$ cat src/rtl/crc32_engine_if.sv
// crc32_engine_if: handshake/bus bundle for crc32_engine.
//   master : client side (drives start/abort/beat, observes result)
//   slave  : engine side
// Signals: start_i, abort_i, val_i/rdy_o beat handshake, dat_i/num_i/lst_i beat
// payload, val_o/dat_o/done_o result, busy_o status.
// Optional CRC32_SEED_EN adds seed_i (resume from a prior finalised CRC).
interface crc32_engine_if #(
    parameter int unsigned DATA_WD = 32,
    parameter int unsigned NUM_WD  = 2
);
    logic               start_i;
    logic               abort_i;
    logic               val_i;
    logic               rdy_o;
    logic [DATA_WD-1:0] dat_i;
    logic [NUM_WD-1:0]  num_i;
    logic               lst_i;
    logic               val_o;
    logic [31:0]        dat_o;
    logic               done_o;
    logic               busy_o;
`ifdef CRC32_SEED_EN
    logic [31:0]        seed_i;

    modport master (
        output start_i, abort_i, val_i, dat_i, num_i, lst_i, seed_i,
        input  rdy_o, val_o, dat_o, done_o, busy_o
    );

    modport slave (
        input  start_i, abort_i, val_i, dat_i, num_i, lst_i, seed_i,
        output rdy_o, val_o, dat_o, done_o, busy_o
    );
`else
    modport master (
        output start_i, abort_i, val_i, dat_i, num_i, lst_i,
        input  rdy_o, val_o, dat_o, done_o, busy_o
    );

    modport slave (
        input  start_i, abort_i, val_i, dat_i, num_i, lst_i,
        output rdy_o, val_o, dat_o, done_o, busy_o
    );
`endif
endinterface

$ cat src/rtl/crc32_engine.sv
// crc32_engine: PNG/zlib CRC-32 (poly 0x04C11DB7, init 0xFFFFFFFF, reflected
// in/out, final XOR 0xFFFFFFFF) over DATA_WD-bit beats, BPC bytes per clock.
// Ports:
//   clk    : clock, rising edge
//   rst    : asynchronous active-high reset
//   bus    : crc32_engine_if.slave
//            start_i/abort_i control, val_i/rdy_o beat handshake,
//            dat_i (MSB byte first), num_i (n+1 leading bytes valid), lst_i,
//            val_o/done_o result pulses, dat_o finalised CRC, busy_o.
// Optional feature macro: CRC32_SEED_EN (seed_i loads the CRC register on start).
// The CRC register holds the non-reflected form; input bytes are bit-reflected
// before folding and dat_o is reflected and inverted combinationally.
module crc32_engine #(
    parameter int unsigned DATA_WD = 32,
    parameter int unsigned BPC     = 1,
    parameter int unsigned NUM_WD  = (DATA_WD <= 16) ? 1 : $clog2(DATA_WD / 8)
) (
    input  logic            clk,
    input  logic            rst,
    crc32_engine_if.slave   bus
);

    localparam int unsigned NBYTES  = DATA_WD / 8;
    localparam int unsigned STEPS   = NBYTES / BPC;
    localparam int unsigned STEP_WD = (STEPS > 1) ? $clog2(STEPS) : 1;
    localparam int unsigned BIT_WD  = $clog2(DATA_WD);
    localparam logic [31:0] POLY    = 32'h04C1_1DB7;
    localparam logic [31:0] ALL1    = 32'hFFFF_FFFF;

    typedef enum logic [1:0] {
        S_IDLE = 2'd0,
        S_ACTV = 2'd1,
        S_PROC = 2'd2
    } state_e;

    state_e               state_q;
    state_e               state_d;

    logic [31:0]          crc_q;
    logic [31:0]          crc_fold;
    logic [31:0]          crc_init;
    logic [DATA_WD-1:0]   beat_q;
    logic [NUM_WD-1:0]    num_q;
    logic                 lst_q;
    logic [STEP_WD-1:0]   step_q;
    logic                 val_q;
    logic                 done_q;

    logic                 last_step;
    logic                 rdy;
    logic                 accept;
    logic                 load;
    logic                 fold_en;
    logic                 fin;

    function automatic logic [7:0] rev8(input logic [7:0] x);
        logic [7:0] r;
        for (int i = 0; i < 8; i++) begin
            r[i] = x[7-i];
        end
        return r;
    endfunction

    function automatic logic [31:0] rev32(input logic [31:0] x);
        logic [31:0] r;
        for (int i = 0; i < 32; i++) begin
            r[i] = x[31-i];
        end
        return r;
    endfunction

    // One byte through the MSB-first CRC shift register.
    function automatic logic [31:0] fold_byte(input logic [31:0] crc, input logic [7:0] b);
        logic [31:0] c;
        c = crc ^ {rev8(b), 24'h0};
        for (int i = 0; i < 8; i++) begin
            c = c[31] ? ((c << 1) ^ POLY) : (c << 1);
        end
        return c;
    endfunction

    assign last_step = (step_q == STEP_WD'(STEPS - 1));
    assign accept    = rdy & bus.val_i;

`ifdef CRC32_SEED_EN
    // Undo the finalisation so a previous dat_o resumes the running CRC.
    assign crc_init = rev32(bus.seed_i ^ ALL1);
`else
    assign crc_init = ALL1;
`endif

    // State register.
    always_ff @(posedge clk or posedge rst) begin
        if (rst) begin
            state_q <= S_IDLE;
        end else begin
            state_q <= state_d;
        end
    end

    // Next-state logic; abort wins over a beat, start only counts in IDLE.
    always_comb begin
        state_d = state_q;
        case (state_q)
            S_IDLE: begin
                if (bus.start_i) state_d = S_ACTV;
            end
            S_ACTV: begin
                if (bus.abort_i)    state_d = S_IDLE;
                else if (bus.val_i) state_d = S_PROC;
            end
            S_PROC: begin
                if (bus.abort_i)    state_d = S_IDLE;
                else if (last_step) state_d = lst_q ? S_IDLE : S_ACTV;
            end
            default: state_d = S_IDLE;
        endcase
    end

    // Per-state control strobes.
    always_comb begin
        rdy     = 1'b0;
        load    = 1'b0;
        fold_en = 1'b0;
        fin     = 1'b0;
        case (state_q)
            S_IDLE: load = bus.start_i;
            S_ACTV: rdy  = ~bus.abort_i;
            S_PROC: begin
                fold_en = ~bus.abort_i;
                fin     = ~bus.abort_i & last_step;
            end
            default: ;
        endcase
    end

    // Fold this step's BPC-byte group; bytes past num_q leave the CRC alone.
    always_comb begin
        logic [31:0]       c;
        int unsigned       idx;
        logic [BIT_WD-1:0] lsb;
        c   = crc_q;
        idx = 0;
        lsb = '0;
        for (int unsigned k = 0; k < BPC; k++) begin
            idx = 32'(step_q) * BPC + k;
            lsb = BIT_WD'(DATA_WD - 8 - 8 * idx);
            if (idx <= 32'(num_q)) begin
                c = fold_byte(c, beat_q[lsb +: 8]);
            end
        end
        crc_fold = c;
    end

    // Datapath: beat capture, step counter, CRC register, result pulses.
    always_ff @(posedge clk or posedge rst) begin
        if (rst) begin
            crc_q  <= '0;
            beat_q <= '0;
            num_q  <= '0;
            lst_q  <= 1'b0;
            step_q <= '0;
            val_q  <= 1'b0;
            done_q <= 1'b0;
        end else begin
            val_q  <= fin;
            done_q <= fin & lst_q;
            if (load) begin
                crc_q <= crc_init;
            end else if (fold_en) begin
                crc_q <= crc_fold;
            end
            if (accept) begin
                beat_q <= bus.dat_i;
                num_q  <= bus.num_i;
                lst_q  <= bus.lst_i;
                step_q <= '0;
            end else if (fold_en && !last_step) begin
                step_q <= step_q + STEP_WD'(1);
            end
        end
    end

    assign bus.rdy_o  = rdy;
    assign bus.busy_o = (state_q != S_IDLE);
    assign bus.val_o  = val_q;
    assign bus.done_o = done_q;
    assign bus.dat_o  = rev32(crc_q) ^ ALL1;

endmodule

$ cat src/flat_wrapper.sv
// flat-port wrapper written by rule: the top's interface ports become plain ports
module crc32_engine_flat 
#(
    parameter int unsigned DATA_WD = 32,
    parameter int unsigned BPC     = 1,
    parameter int unsigned NUM_WD  = (DATA_WD <= 16) ? 1 : $clog2(DATA_WD / 8)
)
  (clk, rst, bus_start_i, bus_abort_i, bus_val_i, bus_dat_i, bus_num_i, bus_lst_i, bus_rdy_o, bus_val_o, bus_dat_o, bus_done_o, bus_busy_o);
  crc32_engine_if #(.DATA_WD(DATA_WD), .NUM_WD(NUM_WD)) bus_i ();
  input  logic clk;
  input  logic rst;
  input wire logic [$bits(bus_i.start_i)-1:0] bus_start_i;
  input wire logic [$bits(bus_i.abort_i)-1:0] bus_abort_i;
  input wire logic [$bits(bus_i.val_i)-1:0] bus_val_i;
  input wire logic [$bits(bus_i.dat_i)-1:0] bus_dat_i;
  input wire logic [$bits(bus_i.num_i)-1:0] bus_num_i;
  input wire logic [$bits(bus_i.lst_i)-1:0] bus_lst_i;
  output wire logic [$bits(bus_i.rdy_o)-1:0] bus_rdy_o;
  output wire logic [$bits(bus_i.val_o)-1:0] bus_val_o;
  output wire logic [$bits(bus_i.dat_o)-1:0] bus_dat_o;
  output wire logic [$bits(bus_i.done_o)-1:0] bus_done_o;
  output wire logic [$bits(bus_i.busy_o)-1:0] bus_busy_o;
  assign bus_i.start_i = bus_start_i;
  assign bus_i.abort_i = bus_abort_i;
  assign bus_i.val_i = bus_val_i;
  assign bus_i.dat_i = bus_dat_i;
  assign bus_i.num_i = bus_num_i;
  assign bus_i.lst_i = bus_lst_i;
  assign bus_rdy_o = bus_i.rdy_o;
  assign bus_val_o = bus_i.val_o;
  assign bus_dat_o = bus_i.dat_o;
  assign bus_done_o = bus_i.done_o;
  assign bus_busy_o = bus_i.busy_o;
  crc32_engine #(.DATA_WD(DATA_WD), .BPC(BPC), .NUM_WD(NUM_WD)) u_core (.clk(clk), .rst(rst), .bus(bus_i));
endmodule
$ cat config.mk
export PLATFORM = sky130hd
export DESIGN_NAME = crc32_engine_flat
export DESIGN_NICKNAME = d
export VERILOG_FILES = /design/src/rtl/crc32_engine_if.sv /design/src/rtl/crc32_engine.sv /design/src/flat_wrapper.sv
export SDC_FILE = /design/constraint.sdc
export NUM_CORES = 1
export LEC_CHECK = 0
export CAP_MARGIN = 20
export CELL_PAD_IN_SITES_DETAIL_PLACEMENT = 1
export CELL_PAD_IN_SITES_GLOBAL_PLACEMENT = 1
export CORE_ASPECT_RATIO = 0.9
export CORE_MARGIN = 2
export CORE_UTILIZATION = 25
export CTS_CLUSTER_SIZE = 24
export DETAILED_ROUTE_END_ITERATION = 10
export HOLD_SLACK_MARGIN = 0.06
export PLACE_DENSITY = 0.59
export SYNTH_ARGS = -nofsm -noshare
export SYNTH_HDL_FRONTEND = slang
export SYNTH_SLANG_ARGS = --single-unit
$ cat constraint.sdc
create_clock -name clk -period 3.04 [get_ports clk]
set_clock_uncertainty 0.2 [all_clocks]
set_input_delay 0.608 -clock clk [delete_from_list [all_inputs] [get_ports clk]]
set_output_delay 0.608 -clock clk [all_outputs]
set_load 0.02 [all_outputs]
==> impl_metrics.tcl <==
set metrics [dict create \
    synthMuxAreaShare_pct 14.4 \
    required_ns 2.23 \
    holdCritStartpoint "u_core.beat_q[25]" \
    cts-root-buf "clkbuf_16" \
    synthFlopType "dfrtp_1" \
    synth_edf_count 0 \
    fp.dieH_um 123 \
    finalSetupTns_ns 0 \
    grt_overflow_total 0 \
    cts_made_buffers 9 \
    cts_resized 0 \
    io_pins 76 \
    grt_pass1_vias 2906 \
    worstPathArrival_ns 1.99 \
    layout-drive-gt1-share_pct 22.0 \
    clkSlewWorstSetupHoldPaths_ns 0.06 \
    avgViaCountPerCell 4.26 \
    drc 0 \
    synth_top_family_by_area "XOR/XNOR gates" \
    synthDistinctLibCells 27 \
    row_count 43 \
    die_w_um 136 \
    hold_buffers 0 \
    post_drt_wl_per_cell_um 15.9 \
    endpoint_kind "primary output" \
    synth_nets 373 \
    antenna_found_initial 0 \
    timing.fmax_mhz 358 \
    cts.sinks 73 \
    synth-seq-cells 73 \
    antenna_cells 0 \
    worst_hold_path_type "register to register" \
    wl_um 9860 \
    critPathKind "input port to primary output" \
    synth_compound_area_share_pct 5.26 \
    final_nets 456 \
    placement.io_buffers 75 \
    place.gp.congestion 0.756 \
    start_util_pct 25.5 \
    setup_viol_count_final 0 \
    synth_xor_area_share_pct 21.0 \
    dp.cells 604 \
    insertion_delay_ns 0.34 \
    worstSetupStartpointType "input port" \
    synthAdderAreaFrac_pct 0.957 \
    async_reset_ff_share_pct 100 \
    cts.path.max_buffers 2 \
    syn_area_um2 3920 \
    yosysSeqAreaShare_pct 46.6 \
    grt_max_degree 43 \
    cap_viol_max_count 0 \
    dr.pass1.iters 4 \
    dieArea_um2 16700 \
    dp_hpwl_um 7470 \
    drt_iter0_drc 85 \
    grt_pass1_wl_um 16200 \
    hold_viol 0 \
    synth-simple-area-share_pct 6.51 \
    final_cell_count_no_fill 620 \
    post_cts_buffers 0 \
    ant_nets 0 \
    fp.coreArea_um2 15400 \
    slew_headroom_pct 67.0 \
    path_max_fanout 4 \
    vias 2639 \
    reg2reg_from "u_core.step_q[1]" \
    max_slew.worst_pin.slew_ns 0.492 \
    area_growth_pct 34.9 \
    cts_tree "yes" \
    period_share_pct 92.0 \
    status "finished clean" \
    grt_usage_pct 13.0 \
    critPathLaunch "bus_abort_i" \
    slew_viol_final 0 \
    syn_area_per_cell_um2 11.9 \
    synth_cells 330 \
    period_needed_ns 2.80 \
    rsz0062_at_grt "false" \
    yosysWarnings 0 \
    h-tree-depth 3 \
]
==> cell usage after synthesis (4+ instances only) <==
library cell / n / share of area [%]
clkbuf_1: 11 / 1.1
dfrtp_1: 73 / 47
xnor2_2: 10 / 4.1
xnor2_1: 50 / 11
xnor2_4: 6 / 4.2
nand2_1: 6 / 0.57
xor2_1: 4 / 0.89
inv_1: 36 / 3.4
mux4_2: 8 / 4.6
o21ai_0: 5 / 0.64
nor3_1: 30 / 3.8
a21oi_1: 31 / 4.0
mux2_2: 34 / 9.8
==> cell type report <==
| type | count | area [um^2] |
|---|---|---|
| fillers | 1709 | 10100 |
| multi-input cells | 205 | 1890 |
| flip-flops and latches | 73 | 1830 |
| repair buffers | 88 | 873 |
| well taps | 202 | 253 |
| clock buffers | 10 | 239 |
| inverters | 36 | 135 |
| clock inverters | 6 | 73.8 |
==> cells in the final DEF (no fill, tap or decap) <==
cell,instances
nand2_1,6
and2_1,1
clkbuf_16,9
clkbuf_8,1
o32ai_1,1
o21ai_0,5
xnor2_2,10
and3_1,1
xnor2_1,50
mux4_2,8
xor2_1,4
ha_1,3
inv_6,2
xnor2_4,6
clkinv_4,3
nor2_2,1
buf_12,2
a21oi_1,31
nor2_1,2
nor3b_1,2
or2_2,1
xnor3_1,1
o211a_1,1
o21a_1,1
nand2b_1,2
buf_4,11
bufinv_16,1
and2_2,2
nor3_1,30
nor2b_1,2
inv_1,35
clkdlybuf4s50_1,75
inv_2,1
dfrtp_1,73
mux2_2,34
==> cell families (layout without fill, tap and decap cells) <==
family,count (synthesis),in the layout
adder cells (fa/ha/maj),3,3
XOR/XNOR,71,71
flip-flops,73,73
AO/OA/AOI/OAI,39,39
AND/OR/NAND/NOR,50,50
multiplexers,42,42
buffers and inverters,52,140
==> final timing paths <==
kind                                      to  slack [ns]  depth (start not counted)
max                                bus_rdy_o        0.24                          3
min                        u_core.beat_q[25]        0.30                          1
max reg2reg                 u_core.crc_q[14]        0.41                          7
min reg2reg                u_core.beat_q[25]        0.30                          1
max in group asynchronous  u_core.beat_q[11]        1.43                          4
min in group asynchronous   u_core.crc_q[10]        0.41                          2
==> flip-flops by register name, summed over array words and instances, names as in the netlist <==
name,flops
u_core.bus.val_o,1
u_core.lst_q,1
u_core.bus.done_o,1
u_core.step_q,2
u_core.crc_q,32
u_core.beat_q,32
u_core.state_q,2
u_core.num_q,2
==> through the flow <==
step | instance area, um^2 | hold slack, ns | worst slack [ns] | utilization (%)
after CTS | 5290 | 0.309 | 0.234 | 34.4
after floorplan | 3920 | 0.275 | 0.289 | -
after global placement | 4980 | 0.287 | 0.295 | 32.4
final | 5290 | 0.301 | 0.243 | 34.4
after global routing | 5290 | 0.331 | 0.149 | 34.4
after detailed placement | 4980 | 0.296 | 0.234 | 32.4
==> worst max-delay path: stages <==
cell,delay [ns]
clkdlybuf4s50_1,0.46
nor3b_1,0.26
clkdlybuf4s50_1,0.65
==> routing by layer <==
layer / share of wire (%) / global-route usage [%] / wire length, um / up-vias
met4: 0.54 / 3.13 / 53 / 0
li1: - / - / - / 1269
met3: 6.6 / 5.16 / 652 / 2
met2: 45 / 20.1 / 4480 / 68
met5: 0 / 0 / 0 / -
met1: 47 / 17.1 / 4670 / 1300
Power is left out: the tool's default activity adds up to more than one toggle a clock period on the data nets, which glitch-free logic cannot reach.
==> edit 1 (same flow settings) <==
Make the reset (`rst`) synchronous in 2 clocked blocks. Comments in the files are not updated.
--- a/src/rtl/crc32_engine.sv
+++ b/src/rtl/crc32_engine.sv
@@ -91,5 +91,5 @@
 
     // State register.
-    always_ff @(posedge clk or posedge rst) begin
+    always_ff @(posedge clk) begin
         if (rst) begin
             state_q <= S_IDLE;
@@ -154,5 +154,5 @@
 
     // Datapath: beat capture, step counter, CRC register, result pulses.
-    always_ff @(posedge clk or posedge rst) begin
+    always_ff @(posedge clk) begin
         if (rst) begin
             crc_q  <= '0;
Check against the original RTL: differs if rst is asserted again (counterexample within 4 cycles, from zero or initial values and one cycle with rst high); with rst held inactive, the same outputs for 4 cycles.
==> edit 1 against the original RTL <==
  * Maximum frequency increased by 1.4%
  * Via count is 11% higher
  * Sequential share of layout area fell by 5.6 points
  * Area after synthesis down 4.6%
  * Final area decreased by 4.6%
  * Critical path type unchanged
  * Count of clock-buffer cells in the layout is the same
  * Sequential cell count did not move
  * Worst setup slack gained 0.039 ns
  * Worst hold slack got worse by 0.045 ns
  * Routed wire length fell by 0.49%
==> edit 1: results (changes against the original RTL) <==
----------------------------------------------------
[Yosys]
  Post-Synthesis Cells ... 416 (was 330)
  Fraction of registers with async set or reset after synthesis ... 0% (was 100%)
  Post-synthesis compound-gate area fraction ... 11.6% (was 5.26%)
  Post-Synth Adder-Cell Area ... 1.00% (was 0.957%)
  Post-synth top cells ... 73 x sky130_fd_sc_hd__dfxtp_1, 72 x sky130_fd_sc_hd__nand2_1, 54 x sky130_fd_sc_hd__xnor2_1 (was 73 x sky130_fd_sc_hd__dfrtp_1, 50 x sky130_fd_sc_hd__xnor2_1, 36 x sky130_fd_sc_hd__inv_1)
  Most area-consuming cells after synthesis ... sky130_fd_sc_hd__dfxtp_1 39%, sky130_fd_sc_hd__xnor2_1 13%, sky130_fd_sc_hd__nand2_1 7.2% (was sky130_fd_sc_hd__dfrtp_1 47%, sky130_fd_sc_hd__xnor2_1 11%, sky130_fd_sc_hd__mux2_2 9.8%)
  Synthesized netlist net count ... 459 (was 373)

[Routing]
  Met3 wire length ... 443 um (was 652 um)
  Routed WL ... 9810 um (was 9860 um)
  Routed met1 length ... 4760 um (was 4670 um)
  DRC marker count from the first detailed-route iteration ... 93 (was 85)
  Metal2 WL ... 4530 um (was 4480 um)

[Placement]
  Final weighted congestion of routability-driven global placement ... 0.741 (was 0.756)
  Post-placement cell count ... 676 (was 604)
  Detailed placement HPWL ... 7120 um (was 7470 um)

[Outcome]
  Result of the run ... finished, final reports clean (unchanged)

[Setup path]
  Flop-to-flop setup slack ... 0.34 ns (was 0.41 ns)
  Worst-path maximum fanout ... 2 (was 4)
  FF-to-FF End ... u_core.crc_q[12] (was u_core.crc_q[14])

[GRT]
  Met2 Use GR ... 20.9% (was 20.1%)
  Via count of the first global-routing pass ... 3,096 (was 2,906)
  GR Util met3 ... 4.31% (was 5.16%)
  Wire length of the first global-routing pass ... 15,900 um (was 16,200 um)

[Final layout]
  Cell Count, Final, Fillers Out ... 692 (was 620)

[Timing]
  Hold Slack ... 0.256 ns (was 0.301 ns)

----------------------------------------------------
edit 1: cell types whose count changed after synthesis, sizes merged, moves of 9 or more:
cell and delta:
o22ai +10, clkbuf +9, nor3 -27, nor2 +36, mux2 -34, dfxtp +73, dfrtp -73, a211oi +23
nand2 +66
edit 1: final cells by class:
type / count / area (um^2)
Timing Repair Buffer: 86 / 866
Tap cell: 198 / 248
Clock inverter: 6 / 42.5
Fill cell: 1687 / 9610
Multi-Input combinational cell: 285 / 2070
Sequential cell: 73 / 1460
Inverter: 34 / 128
Clock buffer: 10 / 239
edit 1: critical path: cells and delay by family:
kind	cells	cell delay, ns
simple gates	1	0.26
buf+inv	2	1.08
edit 1: how the worst max path moves through the flow:
stage	to	slack, ns	cells after the start
global route	bus_rdy_o	0.18	3
global placement	bus_rdy_o	0.31	3
floorplan	u_core.beat_q[27]	0.57	6
detailed placement	u_core.crc_q[28]	0.28	6
finish	bus_rdy_o	0.28	3
CTS	u_core.crc_q[26]	0.27	7
==> edit 2 (config.mk and constraints unchanged) <==
Made on the original files. `DATA_WD` is set to 32 in 3 places; all go to 64.
--- a/src/rtl/crc32_engine_if.sv
+++ b/src/rtl/crc32_engine_if.sv
@@ -6,5 +6,5 @@
 // Optional CRC32_SEED_EN adds seed_i (resume from a prior finalised CRC).
 interface crc32_engine_if #(
-    parameter int unsigned DATA_WD = 32,
+    parameter int unsigned DATA_WD = 64,
     parameter int unsigned NUM_WD  = 2
 );
--- a/src/rtl/crc32_engine.sv
+++ b/src/rtl/crc32_engine.sv
@@ -12,5 +12,5 @@
 // before folding and dat_o is reflected and inverted combinationally.
 module crc32_engine #(
-    parameter int unsigned DATA_WD = 32,
+    parameter int unsigned DATA_WD = 64,
     parameter int unsigned BPC     = 1,
     parameter int unsigned NUM_WD  = (DATA_WD <= 16) ? 1 : $clog2(DATA_WD / 8)
--- a/src/flat_wrapper.sv
+++ b/src/flat_wrapper.sv
@@ -2,5 +2,5 @@
 module crc32_engine_flat 
 #(
-    parameter int unsigned DATA_WD = 32,
+    parameter int unsigned DATA_WD = 64,
     parameter int unsigned BPC     = 1,
     parameter int unsigned NUM_WD  = (DATA_WD <= 16) ? 1 : $clog2(DATA_WD / 8)
Interface: changed (resized bus_dat_i and bus_num_i); port bits go from 76 to 109. No check against the original RTL was run, so the function may have changed too.
==> edit 2 against the original RTL <==
  * Count of clock-buffer cells in the layout increased by 1
  * Highest routed layer unchanged
  * Final area grew 43%
  * Area after synthesis up 42%
  * Worst setup slack lost 0.12 ns
  * Sequential cell count up 34
  * Cell count grew 40%
  * Routed wire length grew 55%
  * Critical path depth is 3 higher
==> edit 2: results (changes against the original RTL) <==
----------------------------------------------------
[Outcome]
  Result of the run ... finished, final reports clean (unchanged)

[Yosys]
  Synthesis warning total ... 0 (unchanged)
  Synthesized netlist net count ... 529 (was 373)
  Number of unique standard cell types used by synthesis ... 31 (was 27)
  Average size of a mapped cell ... 12.4 um^2 (was 11.9 um^2)
  Proportion of synthesized chip area in sequential cells ... 48.1% (was 46.6%)
  Most area-consuming cells after synthesis ... sky130_fd_sc_hd__dfrtp_1 48%, sky130_fd_sc_hd__mux2_2 16%, sky130_fd_sc_hd__xnor3_1 6.5% (was sky130_fd_sc_hd__dfrtp_1 47%, sky130_fd_sc_hd__xnor2_1 11%, sky130_fd_sc_hd__mux2_2 9.8%)
  Post-synth top cells ... 107 x sky130_fd_sc_hd__dfrtp_1, 80 x sky130_fd_sc_hd__mux2_2, 40 x sky130_fd_sc_hd__xnor2_1 (was 73 x sky130_fd_sc_hd__dfrtp_1, 50 x sky130_fd_sc_hd__xnor2_1, 36 x sky130_fd_sc_hd__inv_1)
  Fraction of registers with async set or reset after synthesis ... 100% (unchanged)

[Setup path]
  FF-to-FF End ... u_core.crc_q[13] (was u_core.crc_q[14])
  Worst reg2reg path depth ... 6 (was 7)
  Worst Path Class, Setup ... register to register (was primary input to primary output)
  Worst-path maximum fanout ... 10 (was 4)
  Source of the critical timing path ... u_core.step_q[2] (was bus_abort_i)
  CP delay by family, top ... XOR/XNOR gates (was buffers and inverters)
  Cell type of the slowest stage on the worst timing path ... sky130_fd_sc_hd__mux4_2 (was sky130_fd_sc_hd__clkdlybuf4s50_1)

[Final layout]
  Layout filler cell count ... 2,306 (was 1,709)
  Fraction of final layout cells with drive strength greater than 1 ... 25.2% (was 22.0%)
  Cell Count, Final, Fillers Out ... 870 (was 620)
  Leading registers by flop count ... u_core.beat_q: 64 flops, u_core.crc_q: 32 flops (was u_core.beat_q: 32 flops, u_core.crc_q: 32 flops)
  Final net count ... 652 (was 456)

[Min path]
  Class of the most critical hold timing path ... register to register (unchanged)
  Critical hold path startpoint ... u_core.lst_q (was u_core.beat_q[25])

[GRT]
  Via count of the first global-routing pass ... 4,304 (was 2,906)
  Pin count of the biggest net entering global routing ... 108 (was 43)
  All-Layer GR Usage ... 13.5% (was 13.0%)
  Wire length of the first global-routing pass ... 24,500 um (was 16,200 um)

[Placement]
  Final weighted congestion of routability-driven global placement ... 0.784 (was 0.756)
  Instance area after placement ... 7150 um^2 (was 4980 um^2)
  Worst setup slack after placement ... 0.0598 ns (was 0.234 ns)
  Post-placement cell count ... 853 (was 604)
  Detailed placement HPWL ... 11,400 um (was 7470 um)
  IO Port Bufs ... 108 (was 75)

[Routing]
  DRC marker count from the first detailed-route iteration ... 133 (was 85)
  Routed WL ... 15,200 um (was 9860 um)
  Post-detailed-route via-to-cell ratio ... 4.38 (was 4.26)

[Timing]
  Worst Max-Slew Pin Slew ... 0.581 ns (was 0.492 ns)
  Post-layout worst setup margin ... 0.127 ns (was 0.243 ns)

----------------------------------------------------
==> edit 2: area by class of cell <==
type	instances	area, um^2	area share [%]
Multi-Input combinational cell	284	2720	36.0
Sequential cell	107	2680	35.4
Timing Repair Buffer	134	1320	17.4
Tap cell	291	364	4.81
Clock buffer	11	253	3.34
Inverter	38	146	1.94
Clock inverter	5	82.6	1.09
==> edit 2: layer usage <==
layer	GRT usage (%)	wire length, um
met3	2.51	488
met1	17.3	6700
met2	23.0	7760
met5	0	0
met4	4.29	286
==> edit 2: metrics by stage <==
step | hold WS (ns) | total power [mW]
after floorplan | 0.234 | 7.15
after global placement | 0.246 | 9.17
after detailed placement | 0.279 | 9.30
after CTS | 0.293 | 10.7
after global routing | 0.319 | 11.4
final | 0.285 | 10.7
==> edit 2: kinds of logic after synthesis <==
kind of cell,share of synthesized area (%)
and+or+nand+nor,5.32
AOI/OAI and AO/OA,5.50
adders and majority gates,1.12
buffers and inverters,4.58
DFF,48.1
xor gates and xnor gates,15.1
muxes,20.3
